File: config.mk
export PLATFORM = sky130hd
export DESIGN_NAME = svi_logic_responder
export DESIGN_NICKNAME = d
export VERILOG_FILES = /design/src/rtl/svi_logic_responder.sv
export SDC_FILE = /design/constraint.sdc
export NUM_CORES = 1
export LEC_CHECK = 0
export BUFFER_PORTS_ARGS = -buffer_cell sky130_fd_sc_hd__buf_2
export CAP_MARGIN = 10
export CORE_MARGIN = 2
export CORE_UTILIZATION = 52
export CTS_CLUSTER_DIAMETER = 100
export DETAILED_ROUTE_END_ITERATION = 7
export GPL_TIMING_DRIVEN = 1
export PLACE_DENSITY = 0.82
export SKIP_CTS_REPAIR_TIMING = 1
export SLEW_MARGIN = 20
export SYNTH_ARGS = -nofsm -noshare
export SYNTH_HDL_FRONTEND = slang
export SYNTH_SLANG_ARGS = --single-unit
File: constraint.sdc
create_clock -name i_sclk -period 2.13 [get_ports i_sclk]
set_input_delay 0.213 -clock i_sclk [delete_from_list [all_inputs] [get_ports i_sclk]]
set_output_delay 0.213 -clock i_sclk [all_outputs]
set_load 0.02 [all_outputs]
File: src/rtl/svi_logic_responder.sv
// Responder end of the SVI logic-operand channel: computes z = f(x,y,op) per request
// and returns tagged results in acceptance order through a small response FIFO.
module svi_logic_responder #(
  parameter int unsigned WIDTH = 4,
  parameter int unsigned TAG_W = 2,
  parameter int unsigned DEPTH = 2,
  parameter int unsigned CNT_W = 4
) (
  input  logic             i_sclk,
  input  logic             i_arst_n,
  input  logic             i_req_valid,
  output logic             o_req_ready,
  input  logic [WIDTH-1:0] i_req_x,
  input  logic [WIDTH-1:0] i_req_y,
  input  logic [1:0]       i_req_op,
  input  logic [TAG_W-1:0] i_req_tag,
  output logic             o_rsp_valid,
  input  logic             i_rsp_ready,
  output logic [WIDTH-1:0] o_rsp_z,
  output logic [TAG_W-1:0] o_rsp_tag,
  output logic [CNT_W-1:0] o_rsp_count
);

  localparam int unsigned AW = (DEPTH > 1) ? $clog2(DEPTH) : 1;

  typedef enum logic [1:0] {
    OP_AND  = 2'd0,
    OP_OR   = 2'd1,
    OP_XOR  = 2'd2,
    OP_NAND = 2'd3
  } op_e;

  logic [AW:0]        wptr;
  logic [AW:0]        rptr;
  logic [WIDTH-1:0]   mem_z   [DEPTH];
  logic [TAG_W-1:0]   mem_tag [DEPTH];
  logic [WIDTH-1:0]   f_z;
  logic               empty;
  logic               full;
  logic               push;
  logic               pop;
  logic [CNT_W-1:0]   cnt;

  // Extra pointer MSB distinguishes full from empty when the index bits match.
  assign empty = (wptr == rptr);
  assign full  = (wptr[AW] != rptr[AW]) && (wptr[AW-1:0] == rptr[AW-1:0]);

  assign o_req_ready = ~full;
  assign o_rsp_valid = ~empty;
  assign push        = i_req_valid & o_req_ready;
  assign pop         = o_rsp_valid & i_rsp_ready;

  always_comb begin
    f_z = '0;
    case (op_e'(i_req_op))
      OP_AND:  f_z = i_req_x & i_req_y;
      OP_OR:   f_z = i_req_x | i_req_y;
      OP_XOR:  f_z = i_req_x ^ i_req_y;
      OP_NAND: f_z = ~(i_req_x & i_req_y);
      default: f_z = '0;
    endcase
  end

  always_ff @(posedge i_sclk or negedge i_arst_n) begin
    if (!i_arst_n) begin
      wptr <= '0;
      rptr <= '0;
    end else begin
      if (push) wptr <= wptr + 1'b1;
      if (pop)  rptr <= rptr + 1'b1;
    end
  end

  always_ff @(posedge i_sclk) begin
    if (push) begin
      mem_z[wptr[AW-1:0]]   <= f_z;
      mem_tag[wptr[AW-1:0]] <= i_req_tag;
    end
  end

  always_ff @(posedge i_sclk or negedge i_arst_n) begin
    if (!i_arst_n)
      cnt <= '0;
    else if (pop && (cnt != '1))
      cnt <= cnt + 1'b1;
  end

  assign o_rsp_count = cnt;
  assign o_rsp_z     = empty ? '0 : mem_z[rptr[AW-1:0]];
  assign o_rsp_tag   = empty ? '0 : mem_tag[rptr[AW-1:0]];

endmodule
---- Word-level counts from Yosys, hierarchy flattened ----
Memory sizes are Yosys's and may differ from the RTL's.
Index checks and enable logic that the tools add are counted.
storage, ports and cells
  bits in writable memories ............... 12
  memories ................................ 2
  bits of input ports ..................... 16
  word-level logic and storage cells ...... 31
  output and inout port bits .............. 12
  flip-flop bits (word level) ............. 8
memory list
  memory   depth  width  read ports  clocked after Yosys merged registers in  wr ports  RTL line  RTL
  mem_z    2      4      1           0                                        1         35        logic [WIDTH-1:0] mem_z [DEPTH];
  mem_tag  2      2      1           0                                        1         36        logic [TAG_W-1:0] mem_tag [DEPTH];
operators by class
  equality and inequality tests ........... 7
  multiplexer cells ....................... 5
  add/sub/neg operators ................... 3
  bitwise logic cells ..................... 8
  reductions and logical operators ........ 3
operators with widths
  kind                                                  number
  case mux 4 bit (4 select lines)                       1
  adder 2 x 1 -> 2 bit (second input constant)          2
  adder 4 x 1 -> 4 bit (second input constant)          1
  AND 4 bit                                             1
  equality test 2 bit (second input constant)           2
  two-way mux 4 bit                                     1
  inequality test 4 bit (second input constant)         1
  inverter 4 bit                                        1
  OR 4 bit                                              1
  bitwise XOR 4 bit                                     1
  AND 1 bit                                             2
  equality test 2 x 1 -> 1 bit (second input constant)  1
  equality test 2 bit                                   1
  logical AND 1 bit                                     2
  zero test 2 bit                                       1
  two-way mux 1 bit                                     2
  two-way mux 2 bit                                     1
  inverter 1 bit                                        2
  equality test 1 bit                                   1
  inequality test 1 bit                                 1

---- Depth between registers and ports, before layout ----
  depth after elaboration ................. 6
  depth in mapped cells ................... 4
  gate-level depth less buffers ........... 4

---- Least setup slack after synthesis ----
Ideal clock, no wire load.
  path type ............................... register -> register
  from .................................... register rptr[0]
  to ...................................... memory mem_tag[0][0] (enable)
  setup time .............................. 0.350 ns
  arrival time ............................ 1.197 ns
  buffers on the path ..................... 1
  required time ........................... 1.780 ns
  slack ................................... 0.584 ns
  cell stages (with the launch flop) ...... 5
  clock period less this slack ............ 1.546 ns
  cells stage by stage .................... dfrtp_1 -> buf_6 -> xor2_4 -> o21ai_0 -> nor2_1
on the way
  cells in the longest elaborated chain, start to end .. 6
ends and longest elaborated chain
  item                                     RTL line  RTL
  start: declaration                       34        logic [AW:0] rptr;
  start signal: assignment                 70        if (pop) rptr <= rptr + 1'b1;
  equality test 1 bit                      46        assign full = (wptr[AW] != rptr[AW]) && (wptr[AW-1:0] == rptr[AW-1:0]);
  logical AND 1 bit                        46
  inverter 1 bit                           48        assign o_req_ready = ~full;
  AND 1 bit                                50        assign push = i_req_valid & o_req_ready;
  two-way mux 1 bit                        75        if (push) begin
  two-way mux 1 bit (not written as such)  77        mem_tag[wptr[AW-1:0]] <= i_req_tag;
  end: declaration                         36
No other way between the ends.

---- Worst setup path after layout ----
  from .................................... register wptr[0]
  to ...................................... output o_rsp_z[1]
on the way
  cells in the longest elaborated chain, start to end .. 2
ends and longest elaborated chain
  item                      RTL line  RTL
  start: declaration        33        logic [AW:0] wptr;
  start signal: assignment  69        if (push) wptr <= wptr + 1'b1;
  equality test 2 bit       45        assign empty = (wptr == rptr);
  two-way mux 4 bit         89        assign o_rsp_z = empty ? '0 : mem_z[rptr[AW-1:0]];
  end: declaration          19        output logic [WIDTH-1:0] o_rsp_z,
No other way between the ends.

==> impl_metrics.ini <==
[clock_network]
cts_tree = yes
clock_sinks = 20
clk_path_buf_depth = 2
cts.clk_slew.worst_paths_ns = 0.11
numCtsBuffers = 3
h-tree-depth = 1
clockRootBuffer = clkbuf_4
clock_latency_ns = 0.30

[routing]
drc_errors = 0
wl_per_cell_um = 12.2
avgViaCountPerCell = 5.13
dr.first_iter.drc_count = 8
vias = 790
drtAntennaViolNets = 0
firstDrtPassIters = 4
drt-total-wl_um = 1880

[timing]
min_period_ns = 1.90
finalMaxSlewViolations = 0
setup_viol = 0
fmaxAchievable_mhz = 527
rsz0062_at_grt = no
fin_setup_tns_ns = 0
fin_hold_ws_ns = 0.0966
clock_skew_ns = 0.00144
tightest_slew_ns = 0.498
final_hold_viol_count = 0
slew_headroom = 0.667
post-route-period-util = 0.891

[layout]
antenna_cells = 0
drive_gt1_frac = 0.333
fillCellCount = 176
area_growth_pct = 18.5
stdcell_count = 154
stdcell_area_um2 = 1380
nets = 152

[floorplanning]
die_h_um = 51.4
dieWidth_um = 51.4
ios = 28
rows = 17
start_util = 0.537
die-area_um2 = 2640
core_um2 = 2170

[synthesis]
syn-mean-instance-area_um2 = 12.0
synth-seq-cells = 20
ys_warn_count = 0
synth-edff-count = 12
synthArstFlopShare = 0.400
synth_common_cells = 12 x edfxtp_1, 10 x inv_1, 9 x ha_1
synth_seq_area_share = 0.481
synth.net_count = 122
synth_most_common_cell = edfxtp_1
yosys.area.top_type = edfxtp_1
synth.area.top_cells = edfxtp_1 31%, dfrtp_1 17%, ha_1 9.7%
synth.distinct_cells = 25
synth_flop_cell = edfxtp_1
synth_area_um2 = 1170
synth_top_area_frac = 0.309
netlist_instances = 97

[min_path]
min_from = i_req_tag[0]
hold_class = in2reg
holdPathStages = 1

[pwr]
p_per_area_nw_per_um2 = 1550
p_leak_nw = 0.626
peakVddDrop_mv = 0.829
power_mw = 2.15

[global_route]
track_usage = 0.168
antenna_found_initial = 0
grt-ovfl-total = 0
grt_pass1_vias = 725
grt_pass1_wl_um = 3210
grt_max_degree = 13

[setup_path]
crit_arrival_ns = 1.69
worst-r2r-cell-count = 3
path_max_fanout = 7
reg2reg_from = wptr[0]$_DFFE_PN0N_
setup.worst_path.start = wptr[0]$_DFFE_PN0N_
cp-start-kind = flip-flop
path_class = reg2out
crit_path_end_kind = output pin
worstPathRequired_ns = 1.92

[placed_design]
dpl_cell_area_um2 = 1320
io_buffers = 27
dpl.hpwl_um = 1440
placed_cells = 149
gp_congestion = 0.789

[flow_run]
drv_cap = 0

[status]
status = completed
routing by layer:
layer | vias up | GRT usage | share of wire
met5 | - | 0 | 0
met4 | 0 | 0.101 | 0.028
met2 | 31 | 0.297 | 0.50
li1 | 391 | - | -
met1 | 362 | 0.203 | 0.43
met3 | 6 | 0.00877 | 0.047
stage by stage:
stage          setup slack [ns]   util
6_report                  0.232  0.637
5_1_grt                  0.0902  0.637
4_1_cts                   0.213  0.632
3_5_place_dp              0.439  0.608
3_3_place_gp              0.459  0.608
2_1_floorplan             0.584      -
state kept, by name, indices dropped and copies added (netlist names):
name,count
wptr,2
mem_tag,4
o_rsp_count,4
rptr,2
mem_z,8
cells by family (layout without fill, tap and decap cells):
kind of cell             Yosys count  after routing  share of synthesized area
XOR/XNOR                           9              9                     0.0901
AND/OR/NAND/NOR                   17             17                     0.0708
buffers and inverters             14             43                     0.0536
adder cells (fa/ha/maj)            9              9                     0.0966
multiplexers                      13             13                      0.122
flip-flops                        20             20                      0.481
AO/OA/AOI/OAI                     15             15                     0.0858
worst max-delay path, stage by stage (launching register included):
cell and delay (ns):
dfrtp_1 0.50, xor2_4 0.22, nor2_1 0.39, nor2_1 0.10
buf_2 0.17
path summary, 6_finish.rpt:
| kind | to | slack [ns] |
|---|---|---|
| setup reg to reg | mem_z[0][2]$_DFFE_PP_ | 0.40 |
| min in group asynchronous | o_rsp_count[0]$_DFFE_PN0P_ | 0.28 |
| hold / removal | mem_tag[1][0]$_DFFE_PP_ | 0.1 |
| hold reg to reg | o_rsp_count[0]$_DFFE_PN0P_ | 0.55 |
| setup / recovery | o_rsp_z[1] | 0.23 |
| max in group asynchronous | o_rsp_count[3]$_DFFE_PN0P_ | 1.68 |
final cells by class:
| type | instances | area [um^2] | share of cell area |
|---|---|---|---|
| multi-input combinational | 63 | 543 | 0.393 |
| clock inverter | 1 | 30.0 | 0.0217 |
| sequential | 20 | 561 | 0.406 |
| clock buffer | 3 | 22.5 | 0.0163 |
| tap | 28 | 35.0 | 0.0254 |
| inverter | 10 | 37.5 | 0.0272 |
| timing repair buffer | 29 | 153 | 0.111 |
cell usage in the layout (no fill, tap or decap):
cell type / n
ha_1: 9
o21ai_0: 2
o211ai_1: 3
buf_4: 1
o211ai_2: 1
mux2_2: 6
bufinv_16: 1
buf_2: 27
xor2_4: 1
mux2i_1: 6
dfrtp_1: 8
a21oi_1: 5
xnor2_1: 7
a211oi_1: 4
mux2_4: 1
clkbuf_4: 3
dlygate4sd3_1: 1
nor2_1: 8
xor2_2: 1
nand2b_1: 2
edfxtp_1: 12
nand3_1: 1
nand4_1: 1
nand2_1: 1
inv_1: 10
nor2b_1: 4
power breakdown:
part / switching [mW] / internal, mW / total (mW)
registers: 0.137 / 0.581 / 0.719
logic: 0.674 / 0.453 / 1.13
clock network: 0.111 / 0.190 / 0.302
(Power assumes the default switching activity.)
